## src/rtl/mem_arbiter.sv

```systemverilog
// ---------------------------------------------------------------------------
// mem_arbiter
//
// Shares the single memory port (MAR/MDR/memWE out, mem_out back) between
// two requesters.
//   requester 0 : CPU, fixed priority
//   requester 1 : DMA / video-fill engine, with a starvation guard
//
// Arbitration is combinational and issues at most one transfer per cycle.
// The memory has a 1-cycle registered read. The owner of each read grant is
// recorded so that its rvalid pulses in the following cycle.
//
// Ports
//   clk              system clock; all state changes on the rising edge
//   reset            asynchronous, active-low reset
//   req0/we0/addr0/wdata0   CPU request; held until gnt0
//   gnt0             CPU request accepted this cycle
//   rvalid0/rdata0   CPU read return; rdata0 is meaningful only with rvalid0
//   req1/we1/addr1/wdata1   DMA request; same semantics as the CPU port
//   gnt1             DMA request accepted this cycle
//   rvalid1/rdata1   DMA read return
//   MAR/MDR/memWE    memory address, write data and write enable
//   mem_out          memory read data, valid 1 cycle after MAR is presented
// ---------------------------------------------------------------------------
module mem_arbiter #(
    parameter int ADDR_W   = 16,
    parameter int DATA_W   = 16,
    parameter int MAX_WAIT = 4      // legal range 1..15
) (
    input  logic              clk,
    input  logic              reset,

    input  logic              req0,
    input  logic              we0,
    input  logic [ADDR_W-1:0] addr0,
    input  logic [DATA_W-1:0] wdata0,
    output logic              gnt0,
    output logic              rvalid0,
    output logic [DATA_W-1:0] rdata0,

    input  logic              req1,
    input  logic              we1,
    input  logic [ADDR_W-1:0] addr1,
    input  logic [DATA_W-1:0] wdata1,
    output logic              gnt1,
    output logic              rvalid1,
    output logic [DATA_W-1:0] rdata1,

    output logic [ADDR_W-1:0] MAR,
    output logic [DATA_W-1:0] MDR,
    output logic              memWE,
    input  logic [DATA_W-1:0] mem_out
);

    localparam logic [3:0] WAIT_LIMIT = 4'(MAX_WAIT);

    logic [3:0] wait_cnt;
    logic       starved;
    logic       rd_vld;     // a read was issued last cycle
    logic       rd_owner;   // 0 = CPU, 1 = DMA

    assign starved = (wait_cnt == WAIT_LIMIT);

    // -----------------------------------------------------------------------
    // Grant decision. While reset is held low, both grants are suppressed.
    // The only way the CPU loses a contested cycle is when the DMA has been
    // blocked for MAX_WAIT cycles in a row.
    // -----------------------------------------------------------------------
    always_comb begin
        gnt0 = 1'b0;
        gnt1 = 1'b0;
        if (reset) begin
            if (req0 && !(req1 && starved))
                gnt0 = 1'b1;
            else if (req1)
                gnt1 = 1'b1;
        end
    end

    // When there is no grant, the mux defaults to the CPU side. This keeps
    // MAR stable for the common CPU-only case.
    assign MAR   = gnt1 ? addr1  : addr0;
    assign MDR   = gnt1 ? wdata1 : wdata0;
    assign memWE = (gnt0 & we0) | (gnt1 & we1);

    // -----------------------------------------------------------------------
    // Starvation counter: counts consecutive cycles in which the DMA is
    // requesting but not granted. It saturates at MAX_WAIT, so the guard
    // stays armed until the DMA actually wins.
    // -----------------------------------------------------------------------
    always_ff @(posedge clk or negedge reset) begin
        if (!reset)
            wait_cnt <= '0;
        else if (!req1 || gnt1)
            wait_cnt <= '0;
        else if (wait_cnt != WAIT_LIMIT)
            wait_cnt <= wait_cnt + 4'd1;
    end

    // -----------------------------------------------------------------------
    // Read-return tag. At most one grant exists per cycle, so a single
    // valid/owner pair is enough to track the one read in flight. A new
    // grant may issue in the same cycle that an earlier read returns.
    // Asynchronous reset drops any pending return.
    // -----------------------------------------------------------------------
    always_ff @(posedge clk or negedge reset) begin
        if (!reset) begin
            rd_vld   <= 1'b0;
            rd_owner <= 1'b0;
        end else begin
            rd_vld <= (gnt0 & ~we0) | (gnt1 & ~we1);
            if ((gnt0 & ~we0) | (gnt1 & ~we1))
                rd_owner <= gnt1;
        end
    end

    assign rvalid0 = rd_vld & ~rd_owner;
    assign rvalid1 = rd_vld &  rd_owner;

    // Both return buses carry the raw memory output; rvalid qualifies them.
    assign rdata0 = mem_out;
    assign rdata1 = mem_out;

endmodule

```

## config.mk

```make
export PLATFORM = sky130hd
export DESIGN_NAME = mem_arbiter
export DESIGN_NICKNAME = d
export VERILOG_FILES = /design/src/rtl/mem_arbiter.sv
export SDC_FILE = /design/constraint.sdc
export NUM_CORES = 1
export LEC_CHECK = 0
export ABC_AREA = 0
export CAP_MARGIN = 20
export CELL_PAD_IN_SITES_DETAIL_PLACEMENT = 0
export CELL_PAD_IN_SITES_GLOBAL_PLACEMENT = 1
export CORE_ASPECT_RATIO = 1.5
export CORE_UTILIZATION = 12
export DETAILED_ROUTE_END_ITERATION = 12
export GPL_ROUTABILITY_DRIVEN = 0
export PLACE_DENSITY_LB_ADDON = 0.15
export SYNTH_ARGS = -nofsm -noshare
export SYNTH_HDL_FRONTEND = slang
export SYNTH_SLANG_ARGS = --single-unit
```

## constraint.sdc

```tcl
create_clock -name clk -period 2.2 [get_ports clk]
set_input_delay 0.66 -clock clk [delete_from_list [all_inputs] [get_ports clk]]
set_output_delay 0.66 -clock clk [all_outputs]
set_load 0.005 [all_outputs]
```

# After elaboration in Yosys (flattened, before gate mapping)
# Cells that the tools add are included.
# op_classes
muxes	9
eq_ne	2
add_sub_neg	1
bitwise_logic	11
n_reduce_logical	6
# op_table
cell	n
16-bit two-way mux	2
4-bit two-way mux	2
1-bit bitwise AND	6
1-bit two-way mux	5
4-bit by 1-bit adder with 4-bit output (second input constant)	1
4-bit by 3-bit equality test with 1-bit output (second input constant)	1
4-bit by 3-bit != test with 1-bit output (second input constant)	1
1-bit NOT	3
1-bit logical AND	2
1-bit logical NOT	2
1-bit bitwise OR	2
2-bit nonzero test	1
1-bit logical OR	1
# totals
regBits	6
output_inout_bits	69
wordCells	32

# Depth between registers and ports, before layout
# Gate-level depths: netlist (run 1).
# depth
word_depth	8
depth_mapped	6
depth_no_buf	6

# Least setup slack after synthesis (run 1)
# OpenSTA, ideal clock, no wires.
# synth_path
path_kind	register -> output
start	register wait_cnt[0]
end	output port MAR[10]
t_required_ps	1540
slack_ps	-25
n_path_buf	1
arrival_ps	1565
stages_incl_launch_ff	7
path_cell_list	dfrtp_1 -> inv_1 -> ha_1 -> nand3b_4 -> a21oi_4 -> buf_6 -> mux2_2
# synth_between
elab_chain_cells	7
# synth_rtl
item	line	source
start: declaration	57	logic [3:0] wait_cnt;
start signal: assignment	97	wait_cnt <= wait_cnt + 4'd1;
4-bit by 3-bit equality test with 1-bit output	62	assign starved = (wait_cnt == WAIT_LIMIT);
1-bit logical AND	73	if (req0 && !(req1 && starved))
1-bit logical NOT	73	
1-bit logical AND	73	
1-bit two-way mux	73	
1-bit two-way mux	72	if (reset) begin
16-bit two-way mux	82	assign MAR = gnt1 ? addr1 : addr0;
end: declaration	49	output logic [ADDR_W-1:0] MAR,
# No other way between the ends.

# Worst setup path in the final report (run 1)
# layout_path
start	register wait_cnt[0]
end	output port MAR[5]
# The elaborated chain is that of the path after synthesis.

==> results of run 1 <==
[per-stage QoR]
stage	power (mW)	hold WS, ns
4_1_cts	0.8753	0.3586
2_1_floorplan	0.2651	0.3644
5_1_grt	0.9111	0.3748
3_3_place_gp	0.4741	0.5080
3_5_place_dp	0.4720	0.5060
6_report	0.8692	0.3607
[registers in the layout, indices dropped and copies added (netlist names)]
register and cells:
wait_cnt 4, rd_owner 1, rd_vld 1
[layout make-up]
cell class                      count  area, um^2
Multi-Input combinational cell     56       686.9
Inverter                            5       18.77
Clock buffer                        3       75.07
Tap cell                          105       131.4
Fill cell                         833        5438
Timing Repair Buffer              146        1508
Sequential cell                     6       150.1
[timing repair]
item	4_1_cts	5_1_grt
gates resized for setup	228	7
setup buffers	22	2
cloned	3	0
pin swaps	5	3
setup endpoints to repair	35	35
[layout by cell type (no fill, tap or decap), types with 2 or more instances in the layout]
| master | instances |
|---|---|
| buf_12 | 2 |
| buf_16 | 2 |
| buf_2 | 3 |
| buf_4 | 24 |
| buf_6 | 44 |
| buf_8 | 2 |
| clkbuf_16 | 3 |
| clkdlybuf4s50_1 | 68 |
| dfrtp_1 | 6 |
| inv_1 | 3 |
| inv_2 | 2 |
| mux2_4 | 32 |
| nand2_1 | 2 |
| nand3_1 | 2 |
| o21ai_0 | 2 |
| o32ai_1 | 2 |
[report_power, final]
part	total, mW	internal, mW	switching, mW
Combinational	0.446	0.321	0.125
Clock	0.299	0.234	0.0657
Sequential	0.124	0.119	0.00496
[how the worst max path moves through the flow]
stage | slack (ns) | end
global placement | -0.94 | MAR[11]
floorplan | 0.005 | MAR[10]
global route | -0.42 | MDR[0]
finish | -0.34 | MAR[5]
detailed placement | -0.93 | MAR[6]
CTS | -0.42 | MDR[11]
[layer usage]
| layer | vias to the layer above | track usage |
|---|---|---|
| li1 | 555 | - |
| met1 | 532 | 0.09772 |
| met2 | 84 | 0.2222 |
| met3 | 20 | 0.02480 |
| met4 | 0 | 0.04231 |
| met5 | - | 0 |
[logic make-up after synthesis]
| group | count (synthesis) | share of synthesized area |
|---|---|---|
| mux | 32 | 0.3623 |
| flops | 6 | 0.1509 |
| xor+xnor | 1 | 0.008807 |
| simple gates | 10 | 0.06542 |
| fa+ha+maj | 2 | 0.02515 |
| buf+inv | 40 | 0.2943 |
| compound gates | 11 | 0.09310 |
==> run_results.csv, run 1 <==
group,metric,value,unit
final_layout,fin_util,0.3209,
setup_path,worstSetupStartpoint,"wait_cnt[0]$_DFFE_PN0P_",
place,portBuffers,106,
die,die_y,113.5,um
place,dpl.cell_count,295,
die,core,8008,um^2
die,initial_utilization,0.1242,
power_and_ir_drop,p_per_area,338.2,nW/um^2
drt,top_layer,"met4",
die,rows,40,
setup_path,path_cells,"inv_2 -> ha_4 -> nand3b_4 -> a21oi_4 -> buf_12 -> buf_12 -> buf_16 -> mux2_4 -> buf_6",
drt,via_count,1191,
yosys,syn_area,994.7,um^2
setup_path,crit_required,1.54,ns
final_layout,final_nets,306,
yosys,synth_cells,102,
final_layout,insertedDiodeCount,0,
yosys,synth_top_area_cell,"mux2_2",
drt,wl_met1,1.502,mm
yosys,synth_edf_count,0,
run,drv_cap,0,
clock_tree,clock_latency,0.23,ns
setup_path,crit_type,"reg2out",
die,die_w,76.34,um
timing,rsz0062_at_grt,"yes",
setup_path,path_buf_inv,5,
drt,wl_per_cell,14.31,um
setup_path,critPathCaptureType,"output port",
setup_path,crit_path_frequent_cell,"buf_12",
yosys,ys_types,23,
die,ioPinCount,155,
global_route,grt_pass1_vias,1405,
place,dpl.hpwl,3.344,mm
die,dieArea,8664,um^2
final_layout,design_area,2570,um^2
timing,fin_crit,2.543,ns
yosys,yosys_warnings,0,
yosys,synth_top_area_share,0.3623,
yosys,synthFlopType,"dfrtp_1",
clock_tree,cts_root_buffer,"clkbuf_16",
clock_tree,cts_tree,"built",
power_and_ir_drop,p_leak,1.161,nW
clock_tree,cts_htree_levels,1,
timing,hold_viol,0,
drt,met3_length,395,um
clock_tree,cts_buffers,3,
global_route,antenna_found_initial,0,
timing,layout_setup_ws,-0.3428,ns
drt,routed_wirelength,4.593,mm
global_route,gr-usage-all-layers,0.1072,
yosys,ys_seq_elements,6,
drt,first_iter_violations,48,
place,place_area,2056,um^2
drt,dr_wl_met2,2.570,mm
power_and_ir_drop,peakVddDrop,0.1744,mV
final_layout,stdcell_count,321,
clock_tree,cts.sinks,6,
timing,finClkSkew,0.0004540,ns
clock_tree,hold_buffers,0,
clock_tree,cts.clk_slew.worst_paths,0.04,ns
global_route,grt_max_degree,10,
clock_tree,clock_path_buffers,2,
final_layout,syn_to_final_growth,158.4,%
yosys,netlist_top_cells_count,"buf_4, mux2_2, dfrtp_1",
timing,fin_tns_setup,-9.954,ns
outcome,violations,"negative setup slack",
timing,drv_slew,0,
drt,drt_first_pass_iters,4,
setup_path,cpMaxStageDelayCell,"dfrtp_1",
setup_path,crit_cells,9,
setup_path,r2r_end,"rd_owner$_DFFE_PN0P_",
setup_path,r2r-start,"wait_cnt[1]$_DFFE_PN0P_",
timing,slew_headroom,0.7515,
drt,ant_nets,0,
global_route,grt_pass1_wl,7.120,mm
timing,max_freq,393.3,MHz
setup_path,cp_top_family,"buffers and inverters",
setup_path,worstRegToRegCells,12,
yosys,synthTopCellsByArea,"mux2_2, buf_4, dfrtp_1, buf_6, ha_1",
min_path,hp-class,"in2async",
drt,drc,0,
setup_path,reg2reg_slack,0.32,ns
setup_path,startpoint_type,"flip-flop",
yosys,avgSynthCellArea,9.752,um^2
timing,setup_violations,35,
setup_path,cp.arrival,1.88,ns
timing,worst_pin_slew,0.3705,ns
place,pre_cts_ws,-0.9345,ns
setup_path,cp_max_fo,5,
outcome,status,"finished with violations",
drt,detail_route.vias_per_cell,3.710,
yosys,ys_async_sr_fraction,1.000,
timing,finalCritPeriodShare,1.156,
global_route,overflow,0,
yosys,synth.net_count,190,
final_layout,drive_above_1_share,0.5509,
setup_path,max_stage_delay,0.37,ns
yosys,ys_seq_area_frac,0.1509,
(Power assumes the default switching activity.)
==> run 2: changes to the inputs <==
CTS_CLUSTER_DIAMETER = 100   (was unset)
SETUP_SLACK_MARGIN = 0.4   (was unset)
==> run 2 against run 1 <==
  * The flow still finishes with violations (negative setup slack)
  * Register-to-register slack better by 0.29 ns
  * Largest cell class unchanged
  * Total power decreased by 1.1%
  * Flip-flop and latch count did not move
  * Hold slack better by 0.10 ns
==> run_results.csv, run 2 (synthesis gave the netlist of run 1 again) <==
group,metric,value,unit
die,ioPinCount,155,
global_route,grt_pass1_vias,1263,
clock_tree,hold_buffers,0,
drt,first_iter_violations,10,
outcome,status,"finished with violations",
power_and_ir_drop,pwr-share-seq,0.144,
place,dpl.cell_count,291,
power_and_ir_drop,switching_power,188.9,uW
final_layout,final_nets,301,
power_and_ir_drop,p_leak,1.153,nW
drt,routed_wirelength,4.576,mm
setup_path,cpMaxStageDelayCell,"mux2_4",
setup_path,crit_cells,9,
power_and_ir_drop,peakVddDrop,0.2564,mV
setup_path,r2r-start,"wait_cnt[0]$_DFFE_PN0P_",
clock_tree,cts_buffers,3,
timing,fin_crit,2.641,ns
final_layout,mostFrequentLayoutCells,"clkdlybuf4s50_1, buf_6, mux2_4",
setup_path,max_stage_delay,0.30,ns
final_layout,layout_commonest_cell,"clkdlybuf4s50_1",
final_layout,fin_util,0.3219,
drt,via_count,1159,
timing,finalCritPeriodShare,1.200,
min_path,hp-class,"in2async",
final_layout,top_register,"wait_cnt",
drt,wl_per_cell,14.48,um
global_route,grt_max_degree,10,
power_and_ir_drop,p_per_area,333.7,nW/um^2
drt,drt_first_pass_iters,4,
power_and_ir_drop,power.clock.fraction,0.345,
final_layout,drive_above_1_share,0.5308,
setup_path,crit_path_frequent_cell,"buf_12",
power_and_ir_drop,comb_power_share,0.511,
setup_path,r2r_end,"wait_cnt[2]$_DFFE_PN0P_",
final_layout,reg_top3,"wait_cnt x4, rd_owner x1, rd_vld x1",
drt,detail_route.vias_per_cell,3.668,
timing,whs,0.4638,ns
final_layout,insertedDiodeCount,0,
run,drv_cap,0,
setup_path,crit_type,"in2out",
final_layout,stdcell_count,316,
timing,worst_pin_slew,0.3395,ns
place,portBuffers,106,
setup_path,worstRegToRegCells,9,
clock_tree,clock_path_buffers,2,
setup_path,startpoint_type,"input pin",
setup_path,critPathCaptureType,"output port",
final_layout,largest_reg_flops,4,
setup_path,cp.arrival,1.98,ns
final_layout,design_area,2577,um^2
setup_path,cp_max_fo,5,
clock_tree,cts.sinks,6,
drt,drc,0,
die,dieArea,8664,um^2
global_route,antenna_found_initial,0,
outcome,violations,"negative setup slack",
setup_path,crit_required,1.54,ns
setup_path,path_cells,"clkdlybuf4s15_1 -> nand2_2 -> a21oi_4 -> buf_12 -> buf_8 -> buf_12 -> buf_16 -> mux2_4 -> buf_6",
clock_tree,cts_htree_levels,1,
setup_path,cp_top_family,"buffers and inverters",
timing,drv_slew,0,
place,place_area,2140,um^2
die,core,8008,um^2
die,rows,40,
die,initial_utilization,0.1242,
global_route,overflow,0,
timing,slew_headroom,0.7713,
timing,layout_setup_ws,-0.4411,ns
power_and_ir_drop,p_int,671.2,uW
timing,rsz0062_at_grt,"yes",
clock_tree,cts.clk_slew.worst_paths,0.03,ns
setup_path,path_buf_inv,6,
timing,finClkSkew,0.002424,ns
power_and_ir_drop,finalPower,860.1,uW
drt,ant_nets,0,
timing,max_freq,378.6,MHz
setup_path,reg2reg_slack,0.61,ns
global_route,grt_pass1_wl,6.858,mm
timing,setup_violations,35,
place,dpl.hpwl,3.256,mm
final_layout,syn_to_final_growth,159.1,%
die,die_w,76.34,um
clock_tree,clock_latency,0.23,ns
die,die_y,113.5,um
timing,hold_viol,0,
clock_tree,cts_tree,"built",
clock_tree,cts_root_buffer,"clkbuf_16",
power_and_ir_drop,switching_share,0.2196,
global_route,gr-usage-all-layers,0.1048,
run 2: changes by cell type in the layout (fill, tap and decap cells not counted), sizes merged:
cell / delta
clkbuf: +1
clkdlybuf4s15: +2
dlygate4sd2: +3
clkdlybuf4s50: -2
buf: -9
run 2: through the flow:
stage	setup WS, ns	setup TNS [ns]
2_1_floorplan	0.05735	0
3_3_place_gp	-0.9192	-30.90
3_5_place_dp	-0.9301	-31.13
4_1_cts	-0.4708	-13.92
5_1_grt	-0.5110	-15.24
6_report	-0.4411	-12.92
run 2: worst reg2reg max path, stage by stage, from the launching register on:
cell and delay, ns:
dfrtp_1 0.35, inv_2 0.05, ha_4 0.16, nand3b_4 0.09, a21oi_4 0.07, buf_12 0.13, buf_8 0.11, buf_6 0.11
buf_16 0.14, a311oi_1 0.27
run 2: repair_timing:
item | CTS | global route
buffers inserted | 14 | 2
pin swaps | 5 | 5
gates resized for setup | 179 | 3
cloned | 6 | 0
endpoints found under the setup margin | 37 | 35
run 2: how the worst max path moves through the flow:
stage	startpoint	end	slack, ns
2_1_floorplan	wait_cnt[0]$_DFFE_PN0P_	MAR[10]	0.06
3_3_place_gp	reset	MDR[14]	-0.92
3_5_place_dp	reset	MDR[15]	-0.93
4_1_cts	wait_cnt[0]$_DFFE_PN0P_	MAR[9]	-0.47
5_1_grt	wait_cnt[0]$_DFFE_PN0P_	MAR[9]	-0.51
6_report	reset	MAR[9]	-0.44
run 2: cell type report:
type                       count  area (um^2)
clock buffer                   3        75.07
inverter                       5        18.77
timing repair buffer         141         1526
multi-input combinational     56        675.6
sequential                     6        150.1
fill                         822         5430
tap                          105        131.4
run 2: power groups by stage:
| stage | sequential [mW] | combinational (mW) | clock (mW) |
|---|---|---|---|
| after floorplan | 0.126 | 0.167 | 0 |
| after global placement | 0.125 | 0.371 | 0 |
| after detailed placement | 0.126 | 0.373 | 0 |
| after CTS | 0.124 | 0.442 | 0.296 |
| after global routing | 0.125 | 0.467 | 0.306 |
| final | 0.124 | 0.439 | 0.297 |
run 2: routing by layer:
layer / routed length [um] / up-vias / GRT usage
met5: 0 / - / 0
met4: 66 / 0 / 0.03333
met3: 372 / 7 / 0.02480
met2: 2730 / 70 / 0.2294
met1: 1406 / 537 / 0.08816
li1: - / 545 / -
==> run 3: changes to the inputs <==
CORE_UTILIZATION = 14   (was 12)
clock period = 2.6 ns   (was 2.2 ns; I/O delays follow)
==> run 3 against run 2 <==
  * The run ends with design-rule violations, negative setup slack left
  * Total power down 28%
  * Via count up 2.2%
  * Non-clock buffer count up 1
  * Combinational power down 15%
  * Final area down 3.1%
  * Flip-flop and latch count unchanged
  * Register-to-register slack better by 0.20 ns
  * Core utilization up 4.3 points
  * Routed wire length up 6.7%
  * First-iteration DRC count rose to 6.0 times the previous value
  * Clock-buffer cell count unchanged
  * Die area down 14%
==> run_results.csv, run 3 (synthesis gave the netlist of run 1 again) <==
group,metric,value,unit
outcome,status,"finished with violations",
outcome,violations,"design-rule violations, negative setup slack",
run,drv_cap,0,
timing,drv_slew,0,
setup_path,max_stage_delay,0.31,ns
final_layout,top_register,"wait_cnt",
setup_path,cp.arrival,1.96,ns
timing,setup_violations,33,
power_and_ir_drop,peakVddDrop,0.1373,mV
global_route,antenna_found_initial,0,
drt,first_iter_violations,60,
timing,slew_headroom,0.7696,
setup_path,path_buf_inv,6,
min_path,hp-class,"in2async",
die,core,6852,um^2
timing,whs,0.4762,ns
power_and_ir_drop,p_leak,1.134,nW
power_and_ir_drop,comb_power_share,0.602,
final_layout,mostFrequentLayoutCells,"clkdlybuf4s50_1, buf_6, mux2_4",
power_and_ir_drop,switching_share,0.2417,
power_and_ir_drop,switching_power,150.1,uW
final_layout,insertedDiodeCount,0,
final_layout,largest_reg_flops,4,
final_layout,seqCellArea,150.1,um^2
setup_path,r2r-start,"wait_cnt[0]$_DFFE_PN0P_",
setup_path,path_cells,"buf_2 -> a21oi_4 -> buf_6 -> buf_6 -> buf_6 -> buf_16 -> mux2_4 -> buf_6",
final_layout,layout_commonest_cell,"clkdlybuf4s50_1",
setup_path,worstRegToRegCells,9,
global_route,grt_max_degree,10,
setup_path,r2r_end,"rd_owner$_DFFE_PN0P_",
timing,rsz0062_at_grt,"yes",
global_route,grt_pass1_vias,1324,
clock_tree,cts_htree_levels,1,
clock_tree,clock_path_buffers,2,
clock_tree,clock_latency,0.23,ns
place,dpl.cell_count,266,
timing,hold_viol,0,
setup_path,cp_top_family,"buffers and inverters",
clock_tree,hold_buffers,0,
clock_tree,cts_buffers,3,
drt,drt_first_pass_iters,10,
global_route,gr-usage-all-layers,0.1295,
clock_tree,cts.sinks,6,
clock_tree,cts_root_buffer,"clkbuf_8",
power_and_ir_drop,power.clock.fraction,0.229,
setup_path,cpMaxStageDelayCell,"mux2_4",
place,portBuffers,106,
setup_path,reg2reg_slack,0.81,ns
timing,max_freq,364.4,MHz
drt,wl_per_cell,16.83,um
final_layout,fill_cells,702,
setup_path,crit_type,"in2out",
die,ioPinCount,155,
final_layout,stdcell_count,290,
setup_path,startpoint_type,"input pin",
place,dpl.hpwl,3.873,mm
final_layout,syn_to_final_growth,151.2,%
setup_path,cp_max_fo,6,
timing,fin_crit,2.744,ns
final_layout,final_nets,302,
power_and_ir_drop,pwr-share-seq,0.169,
final_layout,design_area,2499,um^2
timing,finalCritPeriodShare,1.056,
die,die_w,70.83,um
setup_path,crit_required,1.82,ns
final_layout,reg_top3,"wait_cnt x4, rd_owner x1, rd_vld x1",
final_layout,fin_util,0.3647,
final_layout,multi_input_area,700.7,um^2
clock_tree,cts_tree,"built",
power_and_ir_drop,p_per_area,248.5,nW/um^2
die,dieArea,7453,um^2
final_layout,drive_above_1_share,0.5377,
drt,routed_wirelength,4.881,mm
setup_path,critPathCaptureType,"output port",
setup_path,crit_path_frequent_cell,"buf_6",
place,place_area,2122,um^2
global_route,grt_pass1_wl,7.362,mm
drt,ant_nets,0,
power_and_ir_drop,p_int,470.8,uW
die,initial_utilization,0.1452,
clock_tree,cts.clk_slew.worst_paths,0.04,ns
die,rows,37,
timing,worst_pin_slew,0.3419,ns
timing,finClkSkew,0.006899,ns
drt,detail_route.vias_per_cell,4.086,
die,die_y,105.2,um
drt,via_count,1185,
timing,layout_setup_ws,-0.1444,ns
global_route,overflow,0,
drt,drc,4,
[run 3: per-stage QoR]
stage / worst slack [ns] / power (mW) / TNS (ns)
3_3_place_gp: -0.8378 / 0.4205 / -27.49
6_report: -0.1444 / 0.6209 / -3.247
3_5_place_dp: -0.8486 / 0.4238 / -27.81
2_1_floorplan: 0.2616 / 0.2450 / 0
4_1_cts: -0.1465 / 0.6256 / -3.479
5_1_grt: -0.2101 / 0.6508 / -5.210
[run 3: repair_timing]
action                     CTS  global route
cloned                       3             0
resized for setup          204             4
setup buffers               17             1
setup endpoints to repair   35            35
pin swaps                    5             3
[run 3: final cells by class]
type	instances	share of cell area
Sequential cell	6	0.06009
Multi-Input combinational cell	56	0.2804
Tap cell	78	0.03906
Clock buffer	3	0.01652
Inverter	5	0.007511
Timing Repair Buffer	142	0.5964
[run 3: worst max-delay path by stage]
| stage | start | to | slack [ns] | depth (start not counted) |
|---|---|---|---|---|
| global route | wait_cnt[0]$_DFFE_PN0P_ | MDR[1] | -0.21 | 10 |
| floorplan | reset | MAR[10] | 0.26 | 4 |
| detailed placement | reset | MDR[6] | -0.85 | 6 |
| CTS | wait_cnt[1]$_DFFE_PN0P_ | MAR[4] | -0.15 | 10 |
| finish | req0 | MDR[1] | -0.14 | 8 |
| global placement | reset | MDR[6] | -0.84 | 6 |
[run 3: metal layers]
metal  track usage  share of wire  vias to the layer above  wire, um
met5             0              0                        -         0
met4       0.03286         0.0076                        0        37
met3       0.03537           0.10                        5       494
met2        0.2871           0.60                       95      2932
met1        0.1027           0.29                      540      1417
li1              -              -                      545         -
[run 3: power groups by stage]
stage               sequential, mW  clock [mW]  combinational [mW]
global placement             0.105           0               0.315
CTS                          0.105       0.145               0.376
global route                 0.106       0.149               0.396
detailed placement           0.106           0               0.318
floorplan                    0.106           0               0.139
finish                       0.105       0.142               0.374
